--- src/rtl/radix_seq_pkg.sv ---
// radix_seq_pkg: mode codes, sequencer states and error-bit indices shared by the radix sequencer.
package radix_seq_pkg;
  localparam logic [1:0] MODE_HALF   = 2'd0;
  localparam logic [1:0] MODE_SINGLE = 2'd1;
  localparam logic [1:0] MODE_DOUBLE = 2'd2;
  localparam logic [1:0] MODE_RSVD   = 2'd3;
  typedef enum logic [1:0] {ST_FLUSH, ST_RUN, ST_DRAIN, ST_SWITCH} state_e;
  localparam int ERR_MODE  = 0;
  localparam int ERR_UFLOW = 1;
endpackage

--- src/rtl/radix_seq_inflight_cnt.sv ---
// radix_seq_inflight_cnt: saturating up/down count of accepted-but-unreturned beats.
module radix_seq_inflight_cnt #(
  parameter int MAX = 32,
  parameter int W   = $clog2(MAX + 1)
) (
  input  logic clk,
  input  logic rstn,
  input  logic inc,
  input  logic dec,
  output logic full,
  output logic empty,
  output logic underflow
);
  logic [W-1:0] cnt_q, cnt_d;
  assign full      = cnt_q == W'(MAX);
  assign empty     = cnt_q == '0;
  assign underflow = dec & ~inc & empty;
  always_comb cnt_d = (inc & ~dec & ~full) ? cnt_q + W'(1) :
                      (dec & ~inc & ~empty) ? cnt_q - W'(1) : cnt_q;
  always_ff @(posedge clk or negedge rstn)
    if (!rstn) cnt_q <= '0;
    else       cnt_q <= cnt_d;
endmodule

--- src/rtl/radix_mode_sequencer.sv ---
// radix_mode_sequencer: owns converter Ctrl_sig, gates input beats and merges result streams.
// Optional per-mode result counters are built when RADIX_SEQ_STATS_EN is defined.
module radix_mode_sequencer
  import radix_seq_pkg::*;
#(
  parameter int         MAX_INFLIGHT = 32,
  parameter logic [1:0] DEF_MODE     = MODE_DOUBLE,
  parameter int         FLUSH_CYCLES = 64
) (
  input  logic         clk,
  input  logic         rstn,
  input  logic         cfg_mode_valid,
  output logic         cfg_mode_ready,
  input  logic [1:0]   cfg_mode,
  input  logic         s_valid,
  output logic         s_ready,
  input  logic [255:0] s_data,
  output logic [1:0]   conv_ctrl_sig,
  output logic         conv_in_valid,
  input  logic         conv_in_ready,
  output logic [255:0] conv_in_data,
  input  logic         dbl_valid,
  input  logic         sgl_valid,
  input  logic         hlf_valid,
  output logic         dbl_ready,
  output logic         sgl_ready,
  output logic         hlf_ready,
  input  logic [63:0]  dbl_data,
  input  logic [31:0]  sgl_data,
  input  logic [15:0]  hlf_data,
  output logic         m_valid,
  input  logic         m_ready,
  output logic [63:0]  m_data,
  output logic [1:0]   err_flags,
  output logic [31:0]  stat_cnt_dbl,
  output logic [31:0]  stat_cnt_sgl,
  output logic [31:0]  stat_cnt_hlf
);
  localparam int FT_W = $clog2(FLUSH_CYCLES + 1);
  state_e state_q, state_d;
  logic [1:0] ctrl_q, ctrl_d, pend_q, pend_d, err_q, err_d;
  logic [FT_W-1:0] flush_q, flush_d;
  logic run, live, sel_valid, sel_ready, inc, dec, full, empty, uflow;
  assign run            = state_q == ST_RUN;
  assign live           = run || state_q == ST_DRAIN;
  assign cfg_mode_ready = run;
  assign conv_in_valid  = run & s_valid & ~full;
  assign s_ready        = run & conv_in_ready & ~full;
  assign conv_in_data   = s_data;
  assign conv_ctrl_sig  = ctrl_q;
  assign err_flags      = err_q;
  assign sel_valid = ctrl_q == MODE_DOUBLE ? dbl_valid : ctrl_q == MODE_SINGLE ? sgl_valid : hlf_valid;
  assign m_data    = ctrl_q == MODE_DOUBLE ? dbl_data : ctrl_q == MODE_SINGLE ? {32'b0, sgl_data} : {48'b0, hlf_data};
  assign m_valid   = live & sel_valid;
  // FLUSH sinks stale converter output; SWITCH holds everything so ctrl can change cleanly.
  assign sel_ready = live ? m_ready : state_q == ST_FLUSH;
  assign dbl_ready = sel_ready & (ctrl_q == MODE_DOUBLE);
  assign sgl_ready = sel_ready & (ctrl_q == MODE_SINGLE);
  assign hlf_ready = sel_ready & (ctrl_q != MODE_DOUBLE) & (ctrl_q != MODE_SINGLE);
  assign inc = conv_in_valid & conv_in_ready;
  assign dec = m_valid & m_ready;
  radix_seq_inflight_cnt #(.MAX(MAX_INFLIGHT)) u_cnt (
    .clk(clk), .rstn(rstn), .inc(inc), .dec(dec),
    .full(full), .empty(empty), .underflow(uflow)
  );
  always_comb begin
    state_d = state_q;
    ctrl_d  = ctrl_q;
    pend_d  = pend_q;
    flush_d = flush_q;
    err_d   = err_q;
    err_d[ERR_UFLOW] = err_q[ERR_UFLOW] | uflow;
    case (state_q)
      ST_FLUSH: begin
        flush_d = flush_q + FT_W'(1);
        state_d = flush_q == FT_W'(FLUSH_CYCLES - 1) ? ST_RUN : ST_FLUSH;
      end
      ST_RUN:
        if (cfg_mode_valid) begin
          if (cfg_mode == MODE_RSVD) err_d[ERR_MODE] = 1'b1;
          else if (cfg_mode != ctrl_q) begin
            pend_d  = cfg_mode;
            state_d = ST_DRAIN;
          end
        end
      ST_DRAIN: state_d = empty ? ST_SWITCH : ST_DRAIN;
      ST_SWITCH: begin
        ctrl_d  = pend_q;
        state_d = ST_RUN;
      end
    endcase
  end
  always_ff @(posedge clk or negedge rstn)
    if (!rstn) begin
      state_q <= ST_FLUSH;
      ctrl_q  <= DEF_MODE;
      pend_q  <= DEF_MODE;
      flush_q <= '0;
      err_q   <= '0;
    end else begin
      state_q <= state_d;
      ctrl_q  <= ctrl_d;
      pend_q  <= pend_d;
      flush_q <= flush_d;
      err_q   <= err_d;
    end
`ifdef RADIX_SEQ_STATS_EN
  logic [31:0] dbl_q, sgl_q, hlf_q;
  always_ff @(posedge clk or negedge rstn)
    if (!rstn) begin
      dbl_q <= '0;
      sgl_q <= '0;
      hlf_q <= '0;
    end else if (dec) begin
      if (ctrl_q == MODE_DOUBLE) dbl_q <= dbl_q + 32'd1;
      else if (ctrl_q == MODE_SINGLE) sgl_q <= sgl_q + 32'd1;
      else hlf_q <= hlf_q + 32'd1;
    end
  assign stat_cnt_dbl = dbl_q;
  assign stat_cnt_sgl = sgl_q;
  assign stat_cnt_hlf = hlf_q;
`else
  assign stat_cnt_dbl = '0;
  assign stat_cnt_sgl = '0;
  assign stat_cnt_hlf = '0;
`endif
endmodule

--- config.mk ---
export PLATFORM = sky130hd
export DESIGN_NAME = radix_mode_sequencer
export DESIGN_NICKNAME = d
export VERILOG_FILES = /design/src/rtl/radix_seq_pkg.sv /design/src/rtl/radix_seq_inflight_cnt.sv /design/src/rtl/radix_mode_sequencer.sv
export SDC_FILE = /design/constraint.sdc
export NUM_CORES = 1
export LEC_CHECK = 0
export CORE_AREA = 3 3 309 311
export DETAILED_ROUTE_END_ITERATION = 10
export DIE_AREA = 0 0 312 314
export PLACE_DENSITY = 0.3
export SYNTH_ARGS = -nofsm -noshare
export SYNTH_HDL_FRONTEND = slang
export SYNTH_SLANG_ARGS = --single-unit
--- constraint.sdc ---
create_clock -name clk -period 4.3 [get_ports clk]
set_input_delay 0.645 -clock clk [delete_from_list [all_inputs] [get_ports clk]]
set_output_delay 0.645 -clock clk [all_outputs]
set_load 0.02 [all_outputs]
# --- Yosys cells after proc, flatten, opt, wreduce, memory -nomap -nowiden ---
# Cells that the tools add are included.
totals:
  ramBits: 0
  latchBits: 0
  out_inout_bits: 427
  reg_bits: 21
  memories: 0
  rom_bits: 0
  word_cells: 66
  inputBits: 379
op_classes:
  addsub: 3
  n_mux: 13
  div: 0
  multipliers: 0
  shifts: 0
  eq_ne: 14
  n_bitwise: 22
  n_reduce_logical: 7
  n_lt_le_gt_ge: 0
ops:
  columns: ["cell", "n"]
  rows:
  - ["$mux W64", 1]
  - ["$mux W32", 1]
  - ["$and A1 B1 Y1", 16]
  - ["$mux W6", 2]
  - ["$eq A2 B2 Y1 const B", 4]
  - ["$pmux W2 S4", 1]
  - ["$add A7 B1 Y7 const B", 1]
  - ["$eq A7 B6 Y1 const B", 1]
  - ["$add A6 B1 Y6 const B", 1]
  - ["$eq A6 B6 Y1 const B", 1]
  - ["$logic_not A6 Y1", 1]
  - ["$mux W2", 3]
  - ["$ne A2 B2 Y1 const B", 3]
  - ["$reduce_and A3 Y1", 2]
  - ["$sub A6 B1 Y6 const B", 1]
  - ["$mux W1", 5]
  - ["$not A1 Y1", 5]
  - ["$eq A2 B1 Y1 const B", 2]
  - ["$ne A2 B1 Y1 const B", 2]
  - ["$reduce_and A4 Y1", 1]
  - ["$logic_not A2 Y1", 1]
  - ["$ne A2 B2 Y1", 1]
  - ["$reduce_bool A2 Y1", 1]
  - ["$logic_or A1 B1 Y1", 1]
  - ["$or A1 B1 Y1", 1]

# --- Depth between registers and ports, before layout ---
logic_depth:
  ltp_word: 9
  ltp_mapped: 11
  ltp_nobuf: 11

# --- Cells and area by module ---
# Synthesis repeated with hierarchy kept, for this count alone.
unflattened:
  hier_cells: 610
  hier_area_um2: 4942.2
by_module_without_submodules:
  columns: ["mod", "cells_per_inst", "area_per_inst_um2", "seq_area_each_um2", "n_inst"]
  rows:
  - ["radix_mode_sequencer", 568, 4455.5, 377.9, 1]
  - ["radix_seq_inflight_cnt", 42, 486.7, 150.1, 1]

# --- Worst setup path after synthesis ---
# Ideal clock, no wire load.
synth_path:
  path_type: "register to register"
  from: "register state_q[1]"
  to: "register u_cnt.cnt_q[5]"
  setup_time_ps: 79
  slack_ps: 1715
  t_required_ps: 4221
  synth_period_minus_slack_ps: 2585
  n_path_buf: 0
  arrival_time_ps: 2506
  stages_incl_launch_ff: 12
  path_cell_list: "dfrtp_1 inv_1 ha_1 and3_2 o21ai_2 or2_4 ha_1 a211oi_1 o21bai_1 a21oi_1 mux2i_1 xor2_1"
synth_via:
  elab_chain_cells: 8
  word_cells_on_any_way: 16
  cone_classes: "2 x eq/ne; 1 x mux; 11 x bitwise; 2 x reduce/logical"
synth_rtl:
  columns: ["item", "line", "text"]
  rows:
  - ["start, declared", "radix_mode_sequencer.sv:40", "state_e state_q, state_d;"]
  - ["start signal, assigned", "radix_mode_sequencer.sv:101", "state_q <= state_d;"]
  - ["$eq A2 B1 Y1 *", "radix_mode_sequencer.sv:44", "assign run = state_q == ST_RUN;"]
  - ["named net cfg_mode_ready", "radix_mode_sequencer.sv:13", "output logic cfg_mode_ready,"]
  - ["$and A1 B1 Y1 or $logic_or A1 B1 Y1 (tied branches)", "radix_mode_sequencer.sv:47, radix_mode_sequencer.sv:45", null]
  - ["$and A1 B1 Y1 (on tied branches)", "radix_mode_sequencer.sv:47, radix_mode_sequencer.sv:54", null]
  - ["$and A1 B1 Y1 (on tied branches)", "radix_mode_sequencer.sv:60, radix_mode_sequencer.sv:61", null]
  - ["$not A1 Y1 (on tied branches)", "radix_seq_inflight_cnt.sv:19, radix_seq_inflight_cnt.sv:18", null]
  - ["$and A1 B1 Y1 (on tied branches) (2 in series)", "radix_seq_inflight_cnt.sv:19, radix_seq_inflight_cnt.sv:18", null]
  - ["$reduce_bool A2 Y1 (no source line) or $mux W6 (tied branches)", null, null]
  - ["end signal, assigned", "radix_seq_inflight_cnt.sv:22", "else cnt_q <= cnt_d;"]
  - ["end, declared", "radix_seq_inflight_cnt.sv:14", "logic [W-1:0] cnt_q, cnt_d;"]
# Mark *: on every way through the listed nets, which the timed path passes. The rest lies on a longest branch.
# A chain may end at the register's enable or synchronous reset.

# --- Final worst setup path ---
layout_path:
  from: "register ctrl_q[1], in the netlist conv_ctrl_sig[1]"
  to: "output m_data[14]"
layout_via:
  elab_chain_cells: 3
  word_cells_on_any_way: 4
  cone_classes: "2 x eq/ne; 2 x mux"
layout_rtl:
  columns: ["item", "line", "text"]
  rows:
  - ["start, declared", "radix_mode_sequencer.sv:41", "logic [1:0] ctrl_q, ctrl_d, pend_q, pend_d, err_q, err_d;"]
  - ["start signal, assigned", "radix_mode_sequencer.sv:102", "ctrl_q <= ctrl_d;"]
  - ["$eq A2 B1 Y1", "radix_mode_sequencer.sv:53", "assign m_data = ctrl_q == MODE_DOUBLE ? dbl_data : ctrl_q == MODE_SINGLE ? {32'b0, sgl_data} : {48'b0, hlf_dat ..."]
  - ["$mux W32", "radix_mode_sequencer.sv:53", null]
  - ["$mux W64 *", "radix_mode_sequencer.sv:53", null]
  - ["end, declared", "radix_mode_sequencer.sv:33", "output logic [63:0] m_data,"]
# Every way passes the cells marked *; elsewhere a longest branch is shown, timed or not.

==> metrics <==
Port Buffers=between 150 and 200; area grow syn2layout=27.4%; clock network power share=about a third; Total GRT Usage=3.65%; H-Tree Depth=1; Worst Setup Start Kind=flop; die height=314 µm; Power per Cell Area=106 nW/µm²; Critical Path RT=3650 ps; clk slew on worst S/H paths=about 60 ps; status=finished, final reports clean; clock sink count=21; Num CTS Buffers=3; top post-synthesis cells by area=buf_4 (55%), dfrtp_1 (9.9%), and3_1 (4.6%); Top FF cell, synth=dfrtp_1; synthesized cell area=about 4800 µm²; Synth async-reset ratio=100%; gr ovfl total=0; Max Cap Viol=0; vias in the first global route=approximately 3.5k; Finish-stage setup viols=0; Avg Cell Area, Syn=7.99 µm²; kind of critical path=reg2out; switch share=between 30% and 40%; Clock Latency Late Sink=approximately 260 ps; DP HPWL=between 15 and 20 mm; fraction of the yosys area taken by sequential cells=11.0%; root buffer cell=clkbuf_16; Die X=312 µm; CTS tree=built; yosys warns=0; largest net degree at the start of global routing=50; Placer Congestion=0.689; Reg power frac=a little under a third; combinational power share=between 30% and 40%; data arrival time of the worst path=between 2000 and 3000 ps; Clock Path Buffers=2; Yosys top cell area share=between 50% and 60%; Leak=about 2.1 nW; DRT antenna net count=0; Internal Power=0.445 mW; Hold WC Path Type=reg2reg; Netlist cell types=46; Worst Clk Skew=around 6.9 ps; share of cells above drive strength 1=5.46%; post-CTS sizing=0; first-pass GRT wire length=about 25 mm; max frequency=about 310 MHz; max-slew violations=0; Iter 0 DRT Violations=66; Post-Route WL=slightly below 20 mm; fin nets=922; relative max-transition margin=a little under a third; initial antenna violation count=3; vias per cell=1.88; final hold violation count=0; setup TNS=0 ps; nature of the critical path endpoint=output pin; via count=about 3.3k; Core Box Area=93000 µm²; die footprint=98000 µm²; Initial Util=under 10%; RSZ-0062 raised after global routing=no; Hold-fix buffers, CTS=0; P_sw=0.202 mW; I/O pin count=~810; area leader, netlist=buf_4; std cell rows=around 110; routed length per placed instance=between 10 and 15 µm; Final Cycle Share=75.1%; Post-synth top cells=buf_4 (352), and3_1 (35), a21oi_1 (22); Pre-Repair DR Iteration Count=4; PnR Total Power=around 0.65 mW; EDFF count, synth=0; worst vdd ir=0.0964 mV; flop and latch count out of synthesis=21; # DRC=0; count leader, synth=buf_4; worst-margin pin slew=around 1000 ps; Post-CTS Setup Inserts=0; worst-path fanout max=31; Period minus WS final=roughly 3200 ps; cells after synthesis=600
-- layer usage --
layer  vias to the layer above  track usage, %  share of wire (%)
met4                         0            2.95                7.9
met5                         -          0.0988                  0
met3                       128            3.26                 19
met1                      1405            3.03                 29
li1                       1406               -                  -
met2                       410            5.41                 43
-- state kept, by name, summed over array words and instances, names as in the netlist --
| name | flops |
|---|---|
| flush_q | 7 |
| u_cnt.cnt_q | 6 |
| conv_ctrl_sig | 2 |
| err_flags | 2 |
| pend_q | 2 |
| state_q | 2 |
-- path summary, 6_finish.rpt --
check / startpoint / endpoint / slack [ps] / depth (start not counted)
max: conv_ctrl_sig[1] / m_data[14] / 1070 / 4
min: flush_q[6] / flush_q[6] / 480 / 1
max reg2reg: conv_ctrl_sig[1] / u_cnt.cnt_q[5] / 1320 / 9
min reg2reg: flush_q[6] / flush_q[6] / 480 / 1
max in group asynchronous: rstn / conv_ctrl_sig[0] / 2640 / 1
min in group asynchronous: rstn / state_q[1] / 960 / 1
-- layout by cell type (no fill, tap or decap), types with 2 or more instances in the layout --
master           Yosys  layout
a211oi_1            17      17
a21o_1               2       2
a21oi_1             22      22
a22o_1              16      16
and3_1              35      35
buf_4              352       6
clkbuf_16            0       3
clkdlybuf4s50_1      0     197
conb_1               1      96
dfrtp_1             19      18
dfstp_2              2       2
ha_1                10      10
inv_1                3       3
inv_2                2       2
mux2_1               2       2
mux2_2               3       3
mux2_4               3       3
mux2i_1             20      20
nand2_1              9       9
nand3_1              2       2
nand4_1              2       2
nor2_1               5       5
nor2b_1             16      16
nor3_1               4       4
o21ai_0              2       2
o21ai_1              2       2
o21bai_1             2       2
o22ai_1              2       2
xnor2_1              5       5
xor2_1               6       6
-- critical path: stages (launching register included) --
cell and delay (ps):
dfstp_2 960, buf_4 430, a211oi_1 90, a21oi_1 180, clkdlybuf4s50_1 630
-- cell type report --
cell class | instances | area, µm²
timing repair buffer | 203 | 2020
clock inverter | 1 | 7.51
fill | 11000 | 86900
antenna | 1 | 2.50
multi-input combinational | 298 | 1890
sequential | 21 | 529
clock buffer | 3 | 75.1
inverter | 5 | 18.8
tap | 1254 | 1570
-- through the flow --
stage | hold WS, ps | instances | cell area (µm²) | util [%] | worst slack, ps
3_3_place_gp | 460 | 1781 | 6020 | 6.47 | 1180
4_1_cts | 481 | 1785 | 6100 | 6.56 | 968
3_5_place_dp | 463 | 1781 | 6020 | 6.47 | 1170
2_1_floorplan | 349 | 695 | 5150 | - | 1710
5_1_grt | 509 | 1786 | 6110 | 6.56 | 847
6_report | 482 | 1786 | 6110 | 6.56 | 1070
-- logic make-up after synthesis --
group | synth area share (%)
adder cells (fa/ha/maj) | 3.03
flip-flops | 11.0
other | 0.0782
buffers and inverters | 57.1
AO/OA/AOI/OAI | 9.97
XOR/XNOR | 2.01
multiplexers | 6.29
AND/OR/NAND/NOR | 10.5
-- power groups by stage --
stage	registers (mW)	logic (mW)	clock network, mW
6_report	0.198	0.246	0.203
5_1_grt	0.197	0.263	0.221
4_1_cts	0.198	0.246	0.213
3_5_place_dp	0.201	0.245	0
3_3_place_gp	0.201	0.245	0
2_1_floorplan	0.201	0.518	0
(Power assumes the default switching activity.)
